--- src/rtl/instruction_fetch_pkg.sv ---
// Shared types and constants for the fetch stage.
package instruction_fetch_pkg;

   localparam int XLEN        = 32;
   localparam int INSTR_BYTES = 4;

   // One buffered fetch: the instruction word together with its PC.
   typedef struct packed {
      logic [XLEN-1:0] pc;
      logic [XLEN-1:0] instr;
   } fetch_entry_t;

endpackage

--- src/rtl/fetch_fifo.sv ---
// Small synchronous FIFO of fetch entries. Entry 0 is always the head, so the
// head is a plain register and reads out with no extra mux or read latency.
module fetch_fifo
   import instruction_fetch_pkg::*;
#(
   parameter int DEPTH = 2,
   localparam int CNT_W = $clog2(DEPTH + 1)
) (
   input  logic             clk,
   input  logic             rst_n,
   input  logic             push,
   input  fetch_entry_t     push_data,
   input  logic             pop,
   input  logic             flush,
   output logic [CNT_W-1:0] count,
   output fetch_entry_t     head
);

   fetch_entry_t     entries      [DEPTH];
   fetch_entry_t     entries_next [DEPTH];
   logic [CNT_W-1:0] count_next;
   logic [CNT_W-1:0] wr_idx;

   // Next contents: shift down on pop, write behind the last live entry on push.
   always_comb begin
      for (int i = 0; i < DEPTH; i++) entries_next[i] = entries[i];
      count_next = count;
      wr_idx     = pop ? count - CNT_W'(1) : count;
      if (flush) begin
         count_next = '0;
      end else begin
         if (pop) begin
            for (int i = 0; i < DEPTH - 1; i++) entries_next[i] = entries[i + 1];
         end
         for (int i = 0; i < DEPTH; i++) begin
            if (push && (i == int'(wr_idx))) entries_next[i] = push_data;
         end
         count_next = count + CNT_W'(push) - CNT_W'(pop);
      end
   end

   // Storage and occupancy registers; data is cleared too so the head reads zero after reset.
   always_ff @(posedge clk or negedge rst_n) begin
      if (!rst_n) begin
         count <= '0;
         for (int i = 0; i < DEPTH; i++) entries[i] <= '0;
      end else begin
         count <= count_next;
         for (int i = 0; i < DEPTH; i++) entries[i] <= entries_next[i];
      end
   end

   assign head = entries[0];

endmodule

--- src/rtl/instruction_fetch.sv ---
// Fetch stage: issues in-order word fetches, buffers responses with their PCs
// and hands them to decode. A redirect flushes the buffer and marks every
// in-flight fetch to be dropped when it returns.
module instruction_fetch
   import instruction_fetch_pkg::*;
#(
   parameter logic [31:0] RESET_PC = 32'h0000_0000,
   parameter int          DEPTH    = 2
) (
   input  logic        clk,
   input  logic        rst_n,
   output logic        imem_req,
   output logic [31:0] imem_addr,
   input  logic        imem_gnt,
   input  logic        imem_rvalid,
   input  logic [31:0] imem_rdata,
   input  logic        redirect_valid,
   input  logic [31:0] redirect_pc,
   output logic        instr_valid,
   input  logic        instr_ready,
   output logic [31:0] instruction,
   output logic [31:0] instr_pc
);

   localparam int CNT_W = $clog2(DEPTH + 1);

   logic [XLEN-1:0]  fetch_pc;
   logic [XLEN-1:0]  resp_pc;
   logic [XLEN-1:0]  target_pc;
   logic [CNT_W-1:0] outstanding;
   logic [CNT_W-1:0] outstanding_after;
   logic [CNT_W-1:0] discard;
   logic [CNT_W-1:0] occupancy;
   logic [CNT_W:0]   credit_used;
   logic             grant;
   logic             push;
   logic             pop;
   logic             redirect_lsb_unused;
   fetch_entry_t     push_entry;
   fetch_entry_t     head;

   // Byte offset of a redirect target is meaningless for word fetches.
   assign redirect_lsb_unused = ^redirect_pc[1:0];
   assign target_pc           = {redirect_pc[31:2], 2'b00};

   assign pop         = instr_valid & instr_ready;
   assign grant       = imem_req & imem_gnt;
   assign push        = imem_rvalid & (discard == '0) & ~redirect_valid;
   assign push_entry  = '{pc: resp_pc, instr: imem_rdata};

   // A slot being drained by decode this cycle is free for a new request;
   // without that, one fetch slot would idle every other cycle at depth 2.
   assign credit_used = {1'b0, outstanding} + {1'b0, occupancy} - (CNT_W + 1)'(pop);

   // Issue whenever a buffer slot is guaranteed for the response; never during redirect or reset.
   always_comb begin
      imem_req = rst_n & ~redirect_valid & (credit_used < (CNT_W + 1)'(DEPTH));
   end

   assign imem_addr         = fetch_pc;
   assign outstanding_after = outstanding + CNT_W'(grant) - CNT_W'(imem_rvalid);

   // Track fetches in flight and how many of them belong to a flushed path.
   always_ff @(posedge clk or negedge rst_n) begin
      if (!rst_n) begin
         outstanding <= '0;
         discard     <= '0;
      end else begin
         outstanding <= outstanding_after;
         if (redirect_valid) begin
            discard <= outstanding_after;
         end else if (imem_rvalid && (discard != '0)) begin
            discard <= discard - CNT_W'(1);
         end
      end
   end

   // Request PC advances on grant, response PC on each kept response; redirect reloads both.
   always_ff @(posedge clk or negedge rst_n) begin
      if (!rst_n) begin
         fetch_pc <= RESET_PC;
         resp_pc  <= RESET_PC;
      end else if (redirect_valid) begin
         fetch_pc <= target_pc;
         resp_pc  <= target_pc;
      end else begin
         if (grant) fetch_pc <= fetch_pc + XLEN'(INSTR_BYTES);
         if (push)  resp_pc  <= resp_pc + XLEN'(INSTR_BYTES);
      end
   end

   fetch_fifo #(
      .DEPTH (DEPTH)
   ) u_fifo (
      .clk       (clk),
      .rst_n     (rst_n),
      .push      (push),
      .push_data (push_entry),
      .pop       (pop),
      .flush     (redirect_valid),
      .count     (occupancy),
      .head      (head)
   );

   assign instr_valid = (occupancy != '0);
   assign instruction = head.instr;
   assign instr_pc    = head.pc;

endmodule

--- config.mk ---
export PLATFORM = sky130hd
export DESIGN_NAME = instruction_fetch
export DESIGN_NICKNAME = d
export VERILOG_FILES = /design/src/rtl/instruction_fetch_pkg.sv /design/src/rtl/fetch_fifo.sv /design/src/rtl/instruction_fetch.sv
export SDC_FILE = /design/constraint.sdc
export NUM_CORES = 1
export LEC_CHECK = 0
export CORE_ASPECT_RATIO = 1.1
export CORE_UTILIZATION = 55
export DETAILED_ROUTE_END_ITERATION = 8
export GPL_TIMING_DRIVEN = 1
export PLACE_DENSITY = 0.83
export SLEW_MARGIN = 15
export SYNTH_ARGS = -nofsm -noshare
export SYNTH_HDL_FRONTEND = slang
export SYNTH_SLANG_ARGS = --single-unit
--- constraint.sdc ---
create_clock -name clk -period 10.89 [get_ports clk]
set_input_delay 1.6335 -clock clk [delete_from_list [all_inputs] [get_ports clk]]
set_output_delay 1.6335 -clock clk [all_outputs]
set_load 0.01 [all_outputs]
==> results.md, run 1 <==
Status:
- The run finished with clean final reports.

Global route:
- The via count of the first global-routing pass is 6735.
- The global router's overall resource usage is about a quarter.
- The global-route wire length before repair is 34900 um.
- The overflow left after global routing is 0.
- The initial antenna violation count is 0.
- The largest net degree at the start of global routing is between 100 and 150.

CTS:
- The number of setup buffers added after CTS is 0.
- The tree is rooted in a sky130_fd_sc_hd__clkbuf_16.
- Clock-pin slew was measured on the worst setup and hold paths at around 0.060 ns.
- In this run, post-CTS repair resized a total of 0 instances.
- The clock passes through at most 2 buffers.
- The number of buffers inserted by hold repair at cts is 0.
- The clock insertion delay at the later pin of the skew report is about 0.43 ns.
- Clock tree synthesis inserted a total of 17 buffers.
- The count of clock tree sinks is 190.
- The clock tree synthesis step divided the H-tree into 4 levels.
- The clock tree from TritonCTS is yes.

Worst hold path:
- The worst min-delay path class is reg -> reg.
- The hold-critical path depth is 1.

Worst setup path:
- The start-to-end type of the worst setup path is in -> out.
- Of all nets on the critical path, the largest fanout is 4.
- The count of cells along the worst register-to-register path is 18.
- The critical path goes through clkdlybuf4s50_1 -> nand2b_4 -> inv_1 -> ha_1 -> inv_1 -> nand2_1 -> fa_1 -> xnor2_1 -> nor3_1 -> clkdlybuf4s50_1.
- At the worst endpoint, the required time is 9.26 ns.
- The delay of the slowest cell on the worst path is roughly 0.53 ns.
- The critical path crosses 10 cells after its start point.
- The count of buffering cells on the critical path with inverters included is 4.
- The data arrival time of the critical path is 4.39 ns.
- The cell class contributing the biggest share of worst-path delay is buffers and inverters.
- For this design, the slowest cell found on the critical path is sky130_fd_sc_hd__xnor2_1.
- The worst setup path is captured at an output port.
- STA classifies the critical path startpoint as an input pin.

Placed design:
- The setup slack after placement is between 4 and 5 ns.
- The count of buffers added on input and output ports is about 160.
- The congestion estimate from routability-driven global placement came to slightly below 0.9.
- The half-perimeter wire length of the detailed placement result is about 14000 um.

Logic synthesis:
- The biggest area consumer among synthesized cells is sky130_fd_sc_hd__dfrtp_1.
- The post-synthesis share of cell area spent on full adders, half adders and majority gates is between 1 and 1.5%.
- By area, the combinational part of the netlist is dominated by simple AND/OR/NAND/NOR gates.
- In the post-synthesis netlist, the biggest area contributors are sky130_fd_sc_hd__dfrtp_1 (48%), sky130_fd_sc_hd__mux2_4 (9.1%), sky130_fd_sc_hd__a221o_1 (6.1%).
- The mapped cell area is a little under 10000 um^2.
- The synthesized design contains 190 register bits.
- Summing the areas of all compound-gate instances in the mapped netlist gives 9.92% of the synthesized area.
- Each instance of the synthesized netlist takes up on average ~12 um^2.
- The share of synthesized flip-flops with an asynchronous set or reset is 100%.
- The number of library cell types mapped by synthesis is between 50 and 60.
- Of the post-synthesis cell area, the part taken by muxes is around an eighth.
- The synthesized netlist devotes 4.36% of its cell area to XOR and XNOR gates.
- The simple-gate share of the synthesized area is 14.3%.
- For this run, the leading register cell type out of synthesis is sky130_fd_sc_hd__dfrtp_1.
- Sequential elements use between 40% and 50% of the synthesized area.
- The number of flops mapped to enable cells by yosys is 0.
- The number of instances in the synthesized netlist is approximately 830.
- The count of warnings emitted by yosys is 0.
- The area share of the largest cell type after synthesis is approximately half.

Detailed routing:
- Dividing the detail-routed wire length by the instance count gives roughly 19 um.
- The detailed-router iteration count before antenna repair is 5.
- Once detail routing completed, the nets flagged for antenna violations numbered 0.
- The DRC violations left is 0.
- The detailed router's first-iteration violation count is a little over 400.
- The final route contains 6726 vias.
- Using the TritonRoute via totals, the vias-per-cell ratio works out to roughly 5.8.
- The sum of routed wire length over all layers is approximately 22000 um.

Power:
- The power per cell area is about 240 nW/um^2.
- The leakage power total is slightly above 5 nW.
- The highest ir drop seen on vdd is approximately 0.12 mV.

Floorplan:
- During I/O placement, the number of pins put on the boundary was ~170.
- The die boundary height is roughly 140 um.
- The floorplan step defined a core boundary enclosing roughly 17000 um^2.
- The number of cell rows is 50.
- The starting utilization of the core area is 57.0%.
- The floorplan step set the die width to 130 um.
- The floorplan step defined a die boundary enclosing between 15000 and 20000 um^2.

Timing:
- Setup violations remaining at the end of the flow were counted as 0.
- The post-route clock skew is about 0.013 ns.
- For the pin with the worst max-slew slack, the measured transition is approximately 1.2 ns.
- The maximum frequency from static timing analysis is 0.166 GHz.
- The clock period could shrink to about 6 ns.
- The final cycle utilization of the critical path is around 55%.
- Setup total negative slack on the finished layout was measured at 0 ns.
- The relative max-transition margin is between 20% and 30%.
- The count of pins over their slew limit is 0.
- Setup repair after global routing left no endpoint under its margin.
- The final setup slack of the worst path is slightly below 5 ns.
- The final number of hold-violating endpoints was 0.

Cells and area:
- The count of nets after finishing is approximately 990.
- The antenna diode count is 0.
- Cells with a size suffix above 1 make up ~16% of the layout.
- The area overhead of the layout relative to synthesis is 17.0%.

Run:
- Across the run, the number of max-cap violations was 0.
[synth_stat cells, types with 4 or more instances]
cell type,n
sky130_fd_sc_hd__nand4_1,16
sky130_fd_sc_hd__nand2_1,47
sky130_fd_sc_hd__clkbuf_1,20
sky130_fd_sc_hd__a21boi_0,4
sky130_fd_sc_hd__inv_1,19
sky130_fd_sc_hd__buf_12,6
sky130_fd_sc_hd__o21ai_1,6
sky130_fd_sc_hd__a221o_1,60
sky130_fd_sc_hd__nand3_1,22
sky130_fd_sc_hd__xor2_1,15
sky130_fd_sc_hd__and4_1,7
sky130_fd_sc_hd__buf_6,9
sky130_fd_sc_hd__mux2_2,23
sky130_fd_sc_hd__nor4_2,7
sky130_fd_sc_hd__nor3_1,13
sky130_fd_sc_hd__buf_4,69
sky130_fd_sc_hd__nor4_1,9
sky130_fd_sc_hd__and2_1,4
sky130_fd_sc_hd__o21ai_0,11
sky130_fd_sc_hd__and3_1,68
sky130_fd_sc_hd__buf_2,11
sky130_fd_sc_hd__ha_1,9
sky130_fd_sc_hd__mux2_4,60
sky130_fd_sc_hd__a21oi_1,10
sky130_fd_sc_hd__nand2b_1,6
sky130_fd_sc_hd__a21boi_1,4
sky130_fd_sc_hd__nor2_1,28
sky130_fd_sc_hd__xnor2_1,34
sky130_fd_sc_hd__o211ai_1,5
sky130_fd_sc_hd__dfrtp_1,190
[power by group]
group          internal (mW)  switching [mW]  total (mW)  leakage (nW)
registers              0.949           0.160        1.11          2.36
clock network          0.319           0.272       0.590         0.284
logic                  0.586           0.424        1.01          2.51
[worst reg2reg max path, cell delays in order, from the launching register on]
cell	delay, ns
sky130_fd_sc_hd__dfrtp_1	0.43
sky130_fd_sc_hd__inv_1	0.13
sky130_fd_sc_hd__ha_1	0.21
sky130_fd_sc_hd__nand2b_4	0.18
sky130_fd_sc_hd__inv_1	0.05
sky130_fd_sc_hd__ha_1	0.35
sky130_fd_sc_hd__inv_1	0.14
sky130_fd_sc_hd__nand2_1	0.09
sky130_fd_sc_hd__fa_1	0.39
sky130_fd_sc_hd__xnor2_1	0.53
sky130_fd_sc_hd__nor2_4	0.19
sky130_fd_sc_hd__inv_2	0.39
sky130_fd_sc_hd__ha_1	0.32
sky130_fd_sc_hd__inv_1	0.05
sky130_fd_sc_hd__ha_1	0.14
sky130_fd_sc_hd__xnor2_1	0.13
sky130_fd_sc_hd__xnor2_1	0.17
sky130_fd_sc_hd__nand2_1	0.08
sky130_fd_sc_hd__o21ai_0	0.09
[through the flow]
step                area, um^2  total power [mW]  std cells  utilization [%]  hold WS [ns]
CTS                      11500              2.73       1152             66.7         0.504
global placement         11000              2.09       1120             63.5         0.481
detailed placement       11000              2.13       1120             63.5         0.483
global route             11500              2.86       1152             66.7         0.515
floorplan                 9860              1.86        835                -         0.472
finish                   11500              2.71       1152             66.7         0.498
[final cells by class]
cell class | count | area, um^2
inverters | 21 | 78.8
well taps | 234 | 293
multi-input cells | 507 | 4160
flip-flops and latches | 190 | 4750
repair buffers | 168 | 1670
clock buffers | 21 | 480
clock inverters | 11 | 81.3
fillers | 1340 | 5750
[registers in the layout, indices dropped and copies added, names as in the netlist]
signal and cells:
discard 2, u_fifo.head 62, u_fifo.count 2, imem_addr 30, u_fifo.entries 62, resp_pc 30
outstanding 2
[layout by cell type, fill, tap and decap left out, types with 2 or more instances in the layout]
| cell type | count |
|---|---|
| sky130_fd_sc_hd__nor2b_1 | 2 |
| sky130_fd_sc_hd__nor3b_1 | 2 |
| sky130_fd_sc_hd__a31oi_1 | 3 |
| sky130_fd_sc_hd__xor2_1 | 15 |
| sky130_fd_sc_hd__xnor2_1 | 34 |
| sky130_fd_sc_hd__nor4_2 | 7 |
| sky130_fd_sc_hd__nand4_2 | 3 |
| sky130_fd_sc_hd__or3_1 | 2 |
| sky130_fd_sc_hd__dfrtp_1 | 190 |
| sky130_fd_sc_hd__a21oi_1 | 10 |
| sky130_fd_sc_hd__nand2b_1 | 6 |
| sky130_fd_sc_hd__clkinv_4 | 4 |
| sky130_fd_sc_hd__a21boi_0 | 4 |
| sky130_fd_sc_hd__o21ai_1 | 6 |
| sky130_fd_sc_hd__nand4_1 | 16 |
| sky130_fd_sc_hd__mux2_4 | 60 |
| sky130_fd_sc_hd__inv_6 | 3 |
| sky130_fd_sc_hd__nor3_1 | 13 |
| sky130_fd_sc_hd__a21boi_1 | 4 |
| sky130_fd_sc_hd__conb_1 | 4 |
| sky130_fd_sc_hd__mux2i_1 | 3 |
| sky130_fd_sc_hd__o211ai_1 | 5 |
| sky130_fd_sc_hd__clkdlybuf4s50_1 | 160 |
| sky130_fd_sc_hd__inv_1 | 19 |
| sky130_fd_sc_hd__nand2_1 | 46 |
| sky130_fd_sc_hd__o21ai_0 | 11 |
| sky130_fd_sc_hd__clkinv_2 | 4 |
| sky130_fd_sc_hd__a221o_1 | 60 |
| sky130_fd_sc_hd__and2_1 | 2 |
| sky130_fd_sc_hd__clkbuf_8 | 5 |
| sky130_fd_sc_hd__a21o_1 | 3 |
| sky130_fd_sc_hd__and4_1 | 7 |
| sky130_fd_sc_hd__nand3_1 | 22 |
| sky130_fd_sc_hd__and3_1 | 68 |
| sky130_fd_sc_hd__buf_4 | 7 |
| sky130_fd_sc_hd__ha_1 | 9 |
| sky130_fd_sc_hd__clkbuf_16 | 17 |
| sky130_fd_sc_hd__nor4_1 | 9 |
| sky130_fd_sc_hd__mux2_2 | 23 |
| sky130_fd_sc_hd__nor2_1 | 28 |
[layer usage]
metal | share of wire (%) | vias to the layer above | routed length (um) | global-route usage [%]
li1 | - | 3097 | - | -
met2 | 47 | 224 | 10200 | 39.0
met5 | 0 | - | 0 | 0
met3 | 5.0 | 26 | 1090 | 3.53
met4 | 1.6 | 0 | 344 | 7.83
met1 | 46 | 3379 | 9970 | 34.4
[kinds of logic (layout without fill, tap and decap cells)]
family,after synthesis,in the layout
multiplexers,86,86
buffers and inverters,138,221
flip-flops,190,190
AND/OR/NAND/NOR,242,242
other,1,4
adder cells (fa/ha/maj),10,10
AO/OA/AOI/OAI,116,116
XOR/XNOR,49,49
[path summary, 6_finish.rpt]
kind / startpoint / end / slack (ns)
max in group asynchronous: rst_n / u_fifo.head[51] / 8.02
min in group asynchronous: rst_n / outstanding[0] / 1.37
worst min-delay path: u_fifo.entries[7] / u_fifo.entries[7] / 0.50
worst max register to register: u_fifo.count[1] / discard[1] / 6.77
worst max-delay path: instr_ready / imem_req / 4.87
worst min register to register: u_fifo.entries[7] / u_fifo.entries[7] / 0.50
No activity file was read; power rests on OpenSTA's default activity.
==> run 2, diff against run 1 <==
Settings changed: CORE_UTILIZATION 55 to 54, PLACE_DENSITY 0.83 to 0.82.
Clock period 10.89 ns to 6.1 ns, I/O delays scaled along.
==> results.md, run 2 (synthesis gave the netlist of run 1 again) <==
Worst setup path:
- The delay of the slowest cell on the worst path is 0.51 ns (-0.02 ns).
- Tracing the worst setup path back leads to its startpoint at instr_ready.
- The largest fanout on the critical path was 4 (unchanged).
- The count of buffering cells on the critical path with inverters included came to 4 (unchanged).
- The source of the worst register-to-register timing path is u_fifo.count[1].
- The data arrival time of the critical path is 3.61 ns (-0.78 ns).
- The critical path goes through clkdlybuf4s50_1 -> nand2b_4 -> inv_1 -> ha_1 -> inv_1 -> nand2_1 -> fa_1 -> xnor2_1 -> nor3_1 -> clkdlybuf4s50_1.
- The minimum setup slack among reg-to-reg paths is 2.07 ns (-4.70 ns).
- The worst setup path is captured at an output port.
- The cell family contributing the most delay on the critical path is buffers and inverters.
- STA classifies the critical path startpoint as an input pin.
- The slowest library cell on the worst path is sky130_fd_sc_hd__xnor2_1.
- The count of cells along the worst register-to-register path is 18 (unchanged).
- The total stage count of the critical path is 10 (unchanged).
- Following the worst setup path forward leads to its endpoint at imem_req.
- The start-to-end type of the worst setup path is in -> out.
- The required time reported for the critical path endpoint came to 5.18 ns (-4.08 ns).
- The end of the worst register-to-register path is discard[1].

Global route:
- The global router's overall resource usage is 23.6% (-0.88 points).
- The initial antenna violation count was 0 (unchanged).
- The global-route wire length before repair is 34100 um (-2.3%).
- The overflow left after global routing is 0 (unchanged).
- The met1 routing resource usage after global routing is 34.8% (+0.45 points).
- The met3 layer usage reported by global route came to 3.31% (-0.22 points).
- The fraction of met2 tracks used by global routing is 35.3% (-3.6 points).
- met2 is the most crowded layer.
- The largest net degree at the start of global routing was 86 (-31%).
- The via count of the first global-routing pass was 6423 (-4.6%).

Floorplan:
- The number of top-level design ports came to 168 (unchanged).
- The overall die area is 18800 um^2 (+1.8%).
- The die width is 131 um (+0.91%).
- The starting utilization of the core area came to 55.3% (-1.7 points).
- The placeable core region is 17800 um^2 (+3.1%).
- The die boundary height is 144 um (+0.91%).
- The number of cell rows came to 51 (+2.0%).

Timing:
- The post-route clock skew is 0.0128 ns (+0.0000316 ns).
- Setup repair after global routing left no endpoint under its margin.
- The final number of hold-violating endpoints is 0 (unchanged).
- The clock period could shrink to between 4 and 5 ns.
- The maximum frequency from static timing analysis is 0.221 GHz.
- The count of pins over their slew limit is 0 (unchanged).
- The relative max-transition margin is 45.6% (+23 points).
- The final setup violation count is 0 (unchanged).
- The transition time at the pin with the least slew margin came to 0.816 ns (-0.346 ns).
- The post-route setup TNS is 0 ns (unchanged).
- The final cycle utilization of the critical path is roughly three quarters.

Cells and area:
- The filler cell count is 1347 (+0.52%).
- The antenna diode count is 0 (unchanged).
- Relative to the synthesized area, the layout overhead comes to 17.5%.
- The top cell types in the final layout, fill and taps aside, are sky130_fd_sc_hd__dfrtp_1 (190), sky130_fd_sc_hd__clkdlybuf4s50_1 (160), sky130_fd_sc_hd__and3_1 (68).
- The count of nets after finishing is 986 (+0.10%).
- The fraction of final layout cells sized beyond drive strength 1 came to 15.7% (-0.11 points).
- The commonest non-fill, non-tap cell in the layout is sky130_fd_sc_hd__dfrtp_1.

CTS:
- The number of setup buffers added after CTS was 0 (unchanged).
- The count of clock tree sinks came to 190 (unchanged).
- The number of buffers inserted during clock tree synthesis is 17 (unchanged).
- The tree is rooted in a sky130_fd_sc_hd__clkbuf_16.
- The post-cts sizing count is 0 (unchanged).
- The clock tree from TritonCTS is yes.
- The maximum number of buffers from clock root to sink came to 2 (unchanged).
- The clock-pin transition on the worst setup and hold timing paths is 0.06 ns (about the same).
- The H-tree depth is 4 (unchanged).
- The clock insertion delay at the later pin of the skew report came to 0.42 ns (about the same).
- The number of buffers inserted by hold repair at cts is 0 (unchanged).

Detailed routing:
- The post-detailed-route wirelength per cell was 18.3 um (-2.2%).
- The number of vias per cell is 5.82 (-0.36%).
- The DRC violations left is 0 (unchanged).
- The sum of routed wire length over all layers came to 21200 um (-1.9%).
- The residual antenna-violating net count after detailed routing is 0 (unchanged).
- The detailed-router iteration count before antenna repair was 5 (unchanged).
- The detailed-route via count is 6725 (-0.015%).
- The detailed router's first-iteration violation count is 379 (-6.9%).

Placed design:
- The half-perimeter wire length of the detailed placement result came to 13500 um (about the same).
- The weighted congestion at the end of routability-driven global placement is 0.852 (-3.0%).
- The port buffer count is 161 (unchanged).

Status:
- The run finished with clean final reports.

Worst hold path:
- The worst min-delay path class is reg -> reg.

Power:
- The highest ir drop seen on vdd is 0.225 mV (+84%).
- The power per cell area was 425 nW/um^2 (+80%).
- The leakage power total is 5.16 nW (+0.24%).
- The overall power of the completed layout is 4.91 mW (+81%).

Run:
- The max-cap check violation count is 0 (unchanged).
-- run 2: cell count changes in the layout (fill, tap and decap cells not counted) --
cell	change
sky130_fd_sc_hd__clkinvlp_4	+3
sky130_fd_sc_hd__clkbuf_8	-1
sky130_fd_sc_hd__clkinv_4	-4
sky130_fd_sc_hd__buf_4	+1
sky130_fd_sc_hd__clkinv_2	-1
sky130_fd_sc_hd__inv_6	-2
sky130_fd_sc_hd__bufinv_16	+3
sky130_fd_sc_hd__clkbuf_1	+1
-- run 2: worst min-delay path by stage --
stage	from	endpoint	slack, ns	cells past startpoint
detailed placement	u_fifo.entries[54]	u_fifo.entries[54]	0.48	1
finish	u_fifo.entries[13]	u_fifo.entries[13]	0.50	1
global route	u_fifo.entries[13]	u_fifo.entries[13]	0.52	1
global placement	u_fifo.entries[23]	u_fifo.entries[23]	0.48	1
CTS	u_fifo.entries[13]	u_fifo.entries[13]	0.50	1
floorplan	u_fifo.entries[34]	u_fifo.entries[34]	0.47	1
-- run 2: through the flow --
stage | cells | utilization [%] | hold WS (ns) | cell area, um^2 | setup slack (ns)
finish | 1156 | 65.0 | 0.498 | 11600 | 1.58
global route | 1156 | 65.0 | 0.517 | 11600 | 1.45
CTS | 1156 | 65.0 | 0.502 | 11600 | 1.53
detailed placement | 1125 | 61.6 | 0.484 | 11000 | 1.45
global placement | 1125 | 61.6 | 0.482 | 11000 | 1.61
floorplan | 835 | - | 0.472 | 9860 | 2.43
-- run 2: final cells by class --
type / count / area (um^2) / area share (%)
timing repair buffer: 169 / 1680 / 14.5
clock inverter: 10 / 136 / 1.18
tap: 238 / 298 / 2.57
multi-input combinational: 507 / 4160 / 36.0
clock buffer: 21 / 470 / 4.06
inverter: 21 / 78.8 / 0.681
sequential: 190 / 4750 / 41.1
-- run 2: where the power goes --
part | total (mW) | leakage, nW | switching (mW) | internal, mW
Combinational | 1.79 | 2.51 | 0.750 | 1.04
Clock | 1.15 | 0.291 | 0.470 | 0.675
Sequential | 1.98 | 2.36 | 0.280 | 1.70
-- run 2: routing by layer --
layer	part of all wire, %	vias up
met5	0	-
met3	5.0	27
met4	1.8	0
met2	45	241
met1	48	3362
li1	-	3095
